===== src/rtl/handshake_pkg.sv =====
// Shared definitions for the handshake round-robin arbiter: FSM encodings and
// the requester-id width helper.
package handshake_pkg;

    typedef enum logic {
        ARB_IDLE   = 1'b0,
        ARB_LOCKED = 1'b1
    } arb_state_e;

    // At least one bit so a degenerate N still yields a legal vector width.
    function automatic int id_width(input int n);
        return (n > 1) ? $clog2(n) : 1;
    endfunction

endpackage


===== src/rtl/handshake_rr_arbiter_rr_pick.sv =====
// Combinational rotating priority search: first set request at or after ptr,
// wrapping from N-1 back to 0.
module rr_pick #(
    parameter int N  = 4,
    parameter int IW = 2
) (
    input  logic [N-1:0]  req,
    input  logic [IW-1:0] ptr,
    output logic          found,
    output logic [IW-1:0] idx
);

    // Walk the requesters in rotated order; the first hit wins.
    always_comb begin
        int c;
        found = 1'b0;
        idx   = '0;
        c     = 0;
        for (int k = 0; k < N; k++) begin
            c     = (int'(ptr) + k >= N) ? (int'(ptr) + k - N) : (int'(ptr) + k);
            idx   = (!found && req[c]) ? IW'(c) : idx;
            found = found | req[c];
        end
    end

endmodule


===== src/rtl/handshake_rr_arbiter.sv =====
// Round-robin arbiter with burst lock feeding a one-deep registered
// valid/ready output stage shared by N requesters.
module handshake_rr_arbiter
    import handshake_pkg::*;
#(
    parameter int  N  = 4,
    parameter int  DW = 32,
    localparam int IW = id_width(N)
) (
    input  logic            clk,
    input  logic            rst,
    input  logic [N-1:0]    req_valid,
    input  logic [N*DW-1:0] req_data,
    input  logic [N-1:0]    req_last,
    output logic [N-1:0]    req_ready,
    output logic            slave_valid,
    output logic [DW-1:0]   slave_data,
    output logic            slave_last,
    output logic [IW-1:0]   slave_id,
    input  logic            slave_ready
);

    arb_state_e    state_r, state_nxt_s;
    logic [IW-1:0] lock_id_r, lock_id_nxt_s;
    logic [IW-1:0] rr_ptr_r, rr_ptr_nxt_s;
    logic          valid_r, valid_nxt_s;
    logic [DW-1:0] data_r, data_nxt_s;
    logic          last_r, last_nxt_s;
    logic [IW-1:0] id_r, id_nxt_s;

    logic          pick_found_s;
    logic [IW-1:0] pick_idx_s;
    logic [IW-1:0] cand_s;
    logic          cand_ok_s;
    logic          cand_last_s;
    logic [DW-1:0] cand_data_s;
    logic          accept_s;
    logic          xfer_s;
    logic [N-1:0]  req_ready_s;

    rr_pick #(
        .N  (N),
        .IW (IW)
    ) u_pick (
        .req   (req_valid),
        .ptr   (rr_ptr_r),
        .found (pick_found_s),
        .idx   (pick_idx_s)
    );

    // Candidate: rotating search when free, the lock owner only when mid-burst.
    always_comb begin
        cand_s    = pick_idx_s;
        cand_ok_s = pick_found_s;
        case (state_r)
            ARB_IDLE: begin
                cand_s    = pick_idx_s;
                cand_ok_s = pick_found_s;
            end
            ARB_LOCKED: begin
                cand_s    = lock_id_r;
                cand_ok_s = req_valid[lock_id_r];
            end
            default: begin
                cand_s    = '0;
                cand_ok_s = 1'b0;
            end
        endcase
    end

    assign accept_s    = slave_ready | ~valid_r;
    assign xfer_s      = accept_s & cand_ok_s & ~rst;
    assign cand_last_s = req_last[cand_s];
    assign cand_data_s = req_data[cand_s*DW +: DW];

    // Ready goes only to the candidate, and only when the slot can take a beat.
    always_comb begin
        req_ready_s = '0;
        if (xfer_s) begin
            req_ready_s[cand_s] = 1'b1;
        end else begin
            req_ready_s = '0;
        end
    end

    assign req_ready = req_ready_s;

    // Next-state: load on transfer, drain on consumption, lock until last.
    always_comb begin
        state_nxt_s   = state_r;
        lock_id_nxt_s = lock_id_r;
        rr_ptr_nxt_s  = rr_ptr_r;
        valid_nxt_s   = valid_r;
        data_nxt_s    = data_r;
        last_nxt_s    = last_r;
        id_nxt_s      = id_r;
        if (xfer_s) begin
            valid_nxt_s = 1'b1;
            data_nxt_s  = cand_data_s;
            last_nxt_s  = cand_last_s;
            id_nxt_s    = cand_s;
            if (cand_last_s) begin
                state_nxt_s  = ARB_IDLE;
                rr_ptr_nxt_s = (cand_s == IW'(N - 1)) ? '0 : (cand_s + IW'(1));
            end else begin
                state_nxt_s   = ARB_LOCKED;
                lock_id_nxt_s = cand_s;
            end
        end else if (valid_r & slave_ready) begin
            valid_nxt_s = 1'b0;
        end else begin
            valid_nxt_s = valid_r;
        end
    end

    // State, pointer, lock and output register update.
    always_ff @(posedge clk) begin
        if (rst) begin
            state_r   <= ARB_IDLE;
            lock_id_r <= '0;
            rr_ptr_r  <= '0;
            valid_r   <= 1'b0;
            data_r    <= '0;
            last_r    <= 1'b0;
            id_r      <= '0;
        end else begin
            state_r   <= state_nxt_s;
            lock_id_r <= lock_id_nxt_s;
            rr_ptr_r  <= rr_ptr_nxt_s;
            valid_r   <= valid_nxt_s;
            data_r    <= data_nxt_s;
            last_r    <= last_nxt_s;
            id_r      <= id_nxt_s;
        end
    end

    assign slave_valid = valid_r;
    assign slave_data  = data_r;
    assign slave_last  = last_r;
    assign slave_id    = id_r;

endmodule


===== config.mk =====
export PLATFORM = sky130hd
export DESIGN_NAME = handshake_rr_arbiter
export DESIGN_NICKNAME = d
export VERILOG_FILES = /design/src/rtl/handshake_pkg.sv /design/src/rtl/handshake_rr_arbiter_rr_pick.sv /design/src/rtl/handshake_rr_arbiter.sv
export SDC_FILE = /design/constraint.sdc
export NUM_CORES = 1
export LEC_CHECK = 0
export BUFFER_PORTS_ARGS = -buffer_cell sky130_fd_sc_hd__clkbuf_2
export CAP_MARGIN = 30
export CORE_UTILIZATION = 42
export DETAILED_ROUTE_END_ITERATION = 7
export GPL_ROUTABILITY_DRIVEN = 1
export PLACE_DENSITY = 0.82
export SETUP_SLACK_MARGIN = 0.2
export SYNTH_ARGS = -nofsm -noshare
export SYNTH_HDL_FRONTEND = slang
export SYNTH_SLANG_ARGS = --single-unit

===== constraint.sdc =====
create_clock -name clk -period 3.6 [get_ports clk]
set_input_delay 0.72 -clock clk [delete_from_list [all_inputs] [get_ports clk]]
set_output_delay 0.72 -clock clk [all_outputs]
set_load 0.1 [all_outputs]

==> run metrics, run 1 <==
status=completed; Pwr per Cell Area=1078 nW/µm²; post-synthesis sequential area ratio=32.06%; flops & latches, synth=41; die height=80.07 µm; PortBufs=178; post-synth cell types=41; Clock transition at path regs=0.08 ns; via count=2702; number of global-route vias before repair=approximately 2.5k; worst slew pin tran=0.8620 ns; synth top area cells=dfxtp_1, mux2i_1, a2bb2oi_1, o21ai_1, buf_6; final hold vios=0; CP Launch Type=input pin; first-pass GRT wire length=approximately 11000 µm; Post-Syn Area per Cell=9.588 µm²; syn nets=410; Sequential cell area=820.8 µm²; Crit Path Class=input pin to primary output; routed wire length=6787 µm; initial antenna violation count=0; Hold Crit Class=flop to flop; clock sinks=41; clock root buffer=clkbuf_8; post-CTS setup buffers=0; max incr delay on CP=about 0.58 ns; met2 usage=40.09%; Area Growth Syn to Fin=41.79%; DR WL/cell=13.15 µm; Post-Synthesis Cells=~270; Worst VDD drop=0.9236 mV; CTS Buf Count=5; final cell count without fillers=516; Post-Route Skew=0.003066 ns; H-tree levels=2; max_slew headroom=42.53%; fin crit period=3.259 ns; Post-DP Area=about 3500 µm²; area of the multi-input gates=roughly 1600 µm²; cell family with most CP delay=simple AND/OR/NAND/NOR gates; # resized after CTS=0; CP Buf/Inv Count=2; fin nets=583; Tcrit/Tclk final=roughly 90%; antenna viol nets, final=0; FMAX=306.8 MHz; most frequent CP cell=clkbuf_2; busiest grt layer=met2; DP HPWL=5521 µm; CORE AREA=5886 µm²; DR DRC count=0; crit-path max FO=6; drt first pass iters=4; IO Count=about 180; ANT cells=0; commonest non-fill, non-tap cell in the layout=clkbuf_2; cell total after placement=between 500 and 600; starting density of the core=43.49%; CTS hold repair buffers=0; required time of the critical path=about 2.9 ns; Longest Clk Path Bufs=2; RSZ-0062 raised after global routing=false; Max Slew Vio Count=0; commonest non-fill, non-tap cells in the layout=clkbuf_2, mux2i_1, dfxtp_1; Vias per Instance=5.236; Setup crit end kind=primary output; Synth top area share=32.06%; GRT met3 Usage=under 10%; CTS tree=done; met1 GRT Util=22.18%; Syn. warnings=0; DIE AREA=6411 µm²; final setup violation count=0; Post-Route Setup TNS=0 ns; largest net degree at the start of global routing=56; DRT iter0 DRCs=71; Final Cell Area=3630 µm²; leakage=1.993 nW; CP Cell Sequence=clkbuf_2 > mux2i_1 > nor2b_4 > or4_4 > nor2_1 > and2_1 > clkbuf_2; Yosys top cell by area=dfxtp_1; Die Wd=80.07 µm; layout cell share with drive strength beyond 1=46.03%; clock latency on the worst-skew pair=around 0.28 ns; CP Data Arrival Time=2.54 ns; gr ovfl total=0; routability cong.=0.9232; critical path's slowest cell=or4_4; Max Cap Viol=0; fillers=about 530; Rows=28; post-synthesis cell area=2560 µm²; gr usage total=20.97%
[cell families (layout without fill, tap and decap cells)]
group / count (synthesis) / after routing / synth area share (%)
DFF: 41 / 41 / 32.06
AOI/OAI and AO/OA: 92 / 92 / 24.93
and+or+nand+nor: 39 / 39 / 8.651
adders and majority gates: 4 / 4 / 1.955
buffers and inverters: 25 / 199 / 6.549
muxes: 66 / 66 / 25.86
[registers in the layout, indices dropped and copies added, names as in the netlist]
register,cells
slave_data,32
lock_id_r,2
rr_ptr_r,2
slave_id,2
slave_last,1
slave_valid,1
state_r,1
[tightest hold or removal path: cells and delay by family, from the launching register on]
kind,cells,cell delay (ns)
AOI/OAI and AO/OA,1,0.05
DFF,1,0.32
and+or+nand+nor,1,0.05
[final timing paths]
kind / from / end / slack (ns) / cells past startpoint
hold reg to reg: slave_last / slave_last / 0.47 / 2
setup / recovery: req_valid[2] / req_ready[3] / 0.34 / 7
setup reg to reg: rr_ptr_r[0] / rr_ptr_r[0] / 1.00 / 8
hold / removal: slave_last / slave_last / 0.47 / 2
[area by class of cell]
cell class | instances | share of cell area (%)
inverter | 6 | 0.6549
clock inverter | 3 | 1.792
timing repair buffer | 185 | 27.03
clock buffer | 5 | 1.896
sequential | 41 | 22.61
tap | 75 | 2.585
multi-input combinational | 201 | 43.43
[synthesized netlist by cell type, drive strengths merged]
cell     number
nand4         2
o31ai         1
o311ai        2
nor3b         1
or4           1
nor3          2
and2          4
o211ai        2
mux2          1
inv           6
nand2         9
or3           1
o31a          1
a211oi        1
o21bai        1
nand3         2
a31oi         1
nor2b         2
o221ai        2
nand2b        4
a21oi         8
dfxtp        41
a21boi        3
o21ai        34
ha            4
nor4b         1
mux2i        65
a22oi         1
clkbuf        9
buf          10
a21o          1
nor4          1
a2bb2oi      32
nor2          9
a2111oi       2
[power by group]
part,internal [W],total [W],switching [W]
combinational,0.000748,0.00273,0.00198
clock,0.000275,0.000429,0.000154
sequential,0.000643,0.000758,0.000115
total,0.00167,0.00391,0.00225
[per-layer routing]
layer,up-vias,share of wire (%)
met2,129,51
li1,1355,-
met4,0,1.1
met5,-,0
met3,7,7.4
met1,1211,40
[through the flow]
step	total power, W	util, %	hold slack (ns)	setup slack, ns
after floorplan	0.003062	-	0.4914	0.2034
after global placement	0.003454	59.14	0.4513	0.4284
after detailed placement	0.003509	59.40	0.4572	0.3683
after CTS	0.003942	61.67	0.4670	0.3627
after global routing	0.004111	61.67	0.4889	0.2488
final	0.003914	61.67	0.4686	0.3410
No activity file was read; power rests on OpenSTA's default activity.
==> run 2: changes to the inputs <==
- clock period: 3.6 -> 3.4 ns (I/O delays scaled with it)
==> run 2 against run 1 <==
Compared with the run above: flip-flop and latch count is the same; register-to-register slack lost 0.11 ns; highest routed layer unchanged; worst setup slack gained 0.058 ns; sequential power grew 5.8%; cell area shrank 0.48%; core utilization shrank 0.30 points; critical path depth grew 1; sequential share of layout area grew 0.11 points; die area is the same; non-clock buffer count grew 1; worst hold slack lost 0.0083 ns.
==> run metrics, run 2 (synthesized netlist as in run 1, its figures left out) <==
post-CTS setup buffers=0; ANT cells=0; Max Slew Vio Count=0; Worst Setup Slack, final=around 0.4 ns; Pwr per Cell Area=1113 nW/µm²; Hold Crit Class=flop to flop; commonest non-fill, non-tap cells in the layout=clkbuf_2, mux2i_1, dfxtp_1; Die Wd=80.07 µm; Pwr Total=around 0.004 W; fin nets=584; CTS hold repair buffers=0; largest net degree at the start of global routing=36; IO Count=179; FMAX=between 300 and 400 MHz; Setup crit end kind=primary output; Clock transition at path regs=roughly 0.080 ns; status=completed; final cell count without fillers=516; DP Worst Slack=0.3890 ns; number of global-route vias before repair=2473; CP Data Arrival Time=2.32 ns; drt first pass iters=4; hold depth=2; required time of the critical path=2.72 ns; DP HPWL=roughly 5600 µm; reg2reg path depth=7; worst slew pin tran=0.5816 ns; max_slew headroom=60.68%; DIE AREA=approximately 6400 µm²; flip-flop count of the largest register after layout=32; PortBufs=178; gr usage total=20.66%; Post-Route Skew=0.009774 ns; gr ovfl total=0; Longest Clk Path Bufs=2; leakage=between 1.5 and 2 nW; routability cong.=0.8767; fin crit period=3.001 ns; die height=roughly 80 µm; CTS Buf Count=5; Routed met3 length=between 400 and 500 µm; H-tree levels=2; fillers=518; clock sinks=41; routed wire length=6835 µm; utilization after layout=61.37%; Crit Path Class=input pin to primary output; final hold vios=0; final setup violation count=0; Max Cap Viol=0; commonest non-fill, non-tap cell in the layout=clkbuf_2; Metal-1 WL=2691 µm; Area Growth Syn to Fin=41.10%; crit-path max FO=7; CP Launch Type=input pin; via count=2722; RSZ-0062 raised after global routing=false; Tcrit/Tclk final=between 80% and 90%; initial antenna violation count=0; layout cell share with drive strength beyond 1=45.80%; Post-Route Setup TNS=0 ns; DRT iter0 DRCs=98; cell total after placement=509; Vias per Instance=around 5.3; met2 WL=3675 µm; clock root buffer=clkbuf_8; CTS tree=done; starting density of the core=43.49%; clock latency on the worst-skew pair=0.29 ns; DR DRC count=0; Rows=28; DR WL/cell=about 13 µm; uppermost layer routed=met4; CORE AREA=5886 µm²; Worst VDD drop=0.7512 mV; # resized after CTS=0; antenna viol nets, final=0; first-pass GRT wire length=about 11000 µm
## run 2: cell count changes in the layout (fill, tap and decap cells not counted), sizes merged
cell | before | now
buf | 9 | 12
bufinv | 2 | 0
clkinv | 2 | 1
## run 2: per-stage QoR
| stage | hold WS (ns) | cell area [µm²] |
|---|---|---|
| after detailed placement | 0.4481 | 3526 |
| final | 0.4603 | 3612 |
| after floorplan | 0.4914 | 2564 |
| after global placement | 0.4504 | 3526 |
| after global routing | 0.4865 | 3612 |
| after CTS | 0.4589 | 3612 |
## run 2: where the power goes
part | total, W | internal [W] | leakage [nW] | switching (W)
Sequential | 0.000802 | 0.000681 | 0.339 | 0.000121
Clock | 0.000315 | 0.000161 | 0.0443 | 0.000154
Combinational | 0.00290 | 0.000800 | 1.59 | 0.00210
Total | 0.00402 | 0.00164 | 1.98 | 0.00238
## run 2: cell type report
class                   count  area [µm²]  share of cell area (%)
multi-input cells         201        1577                   43.64
inverters                   6       23.77                  0.6581
well taps                  75       93.84                   2.598
repair buffers            186        1011                   27.99
flip-flops and latches     41       820.8                   22.72
clock buffers               7       86.33                   2.390
## run 2: metal layers
| metal | vias to the layer above | track usage [%] |
|---|---|---|
| li1 | 1359 | - |
| met1 | 1235 | 22.04 |
| met2 | 122 | 41.28 |
| met3 | 6 | 3.409 |
| met4 | 0 | 5.179 |
| met5 | - | 0 |
## run 2: worst paths after layout
path           startpoint            end  slack, ns
min           slave_id[1]    slave_id[1]       0.46
max          req_valid[2]   req_ready[0]       0.40
max reg2reg  lock_id_r[0]  slave_data[5]       0.89
min reg2reg   slave_id[1]    slave_id[1]       0.46
## run 2: critical path, cell delays in order
cell and delay, ns:
clkbuf_2 0.14, o21bai_1 0.08, a21o_1 0.20, o31ai_2 0.46, clkinv_2 0.19, ha_1 0.22, and2_2 0.18, buf_12 0.16
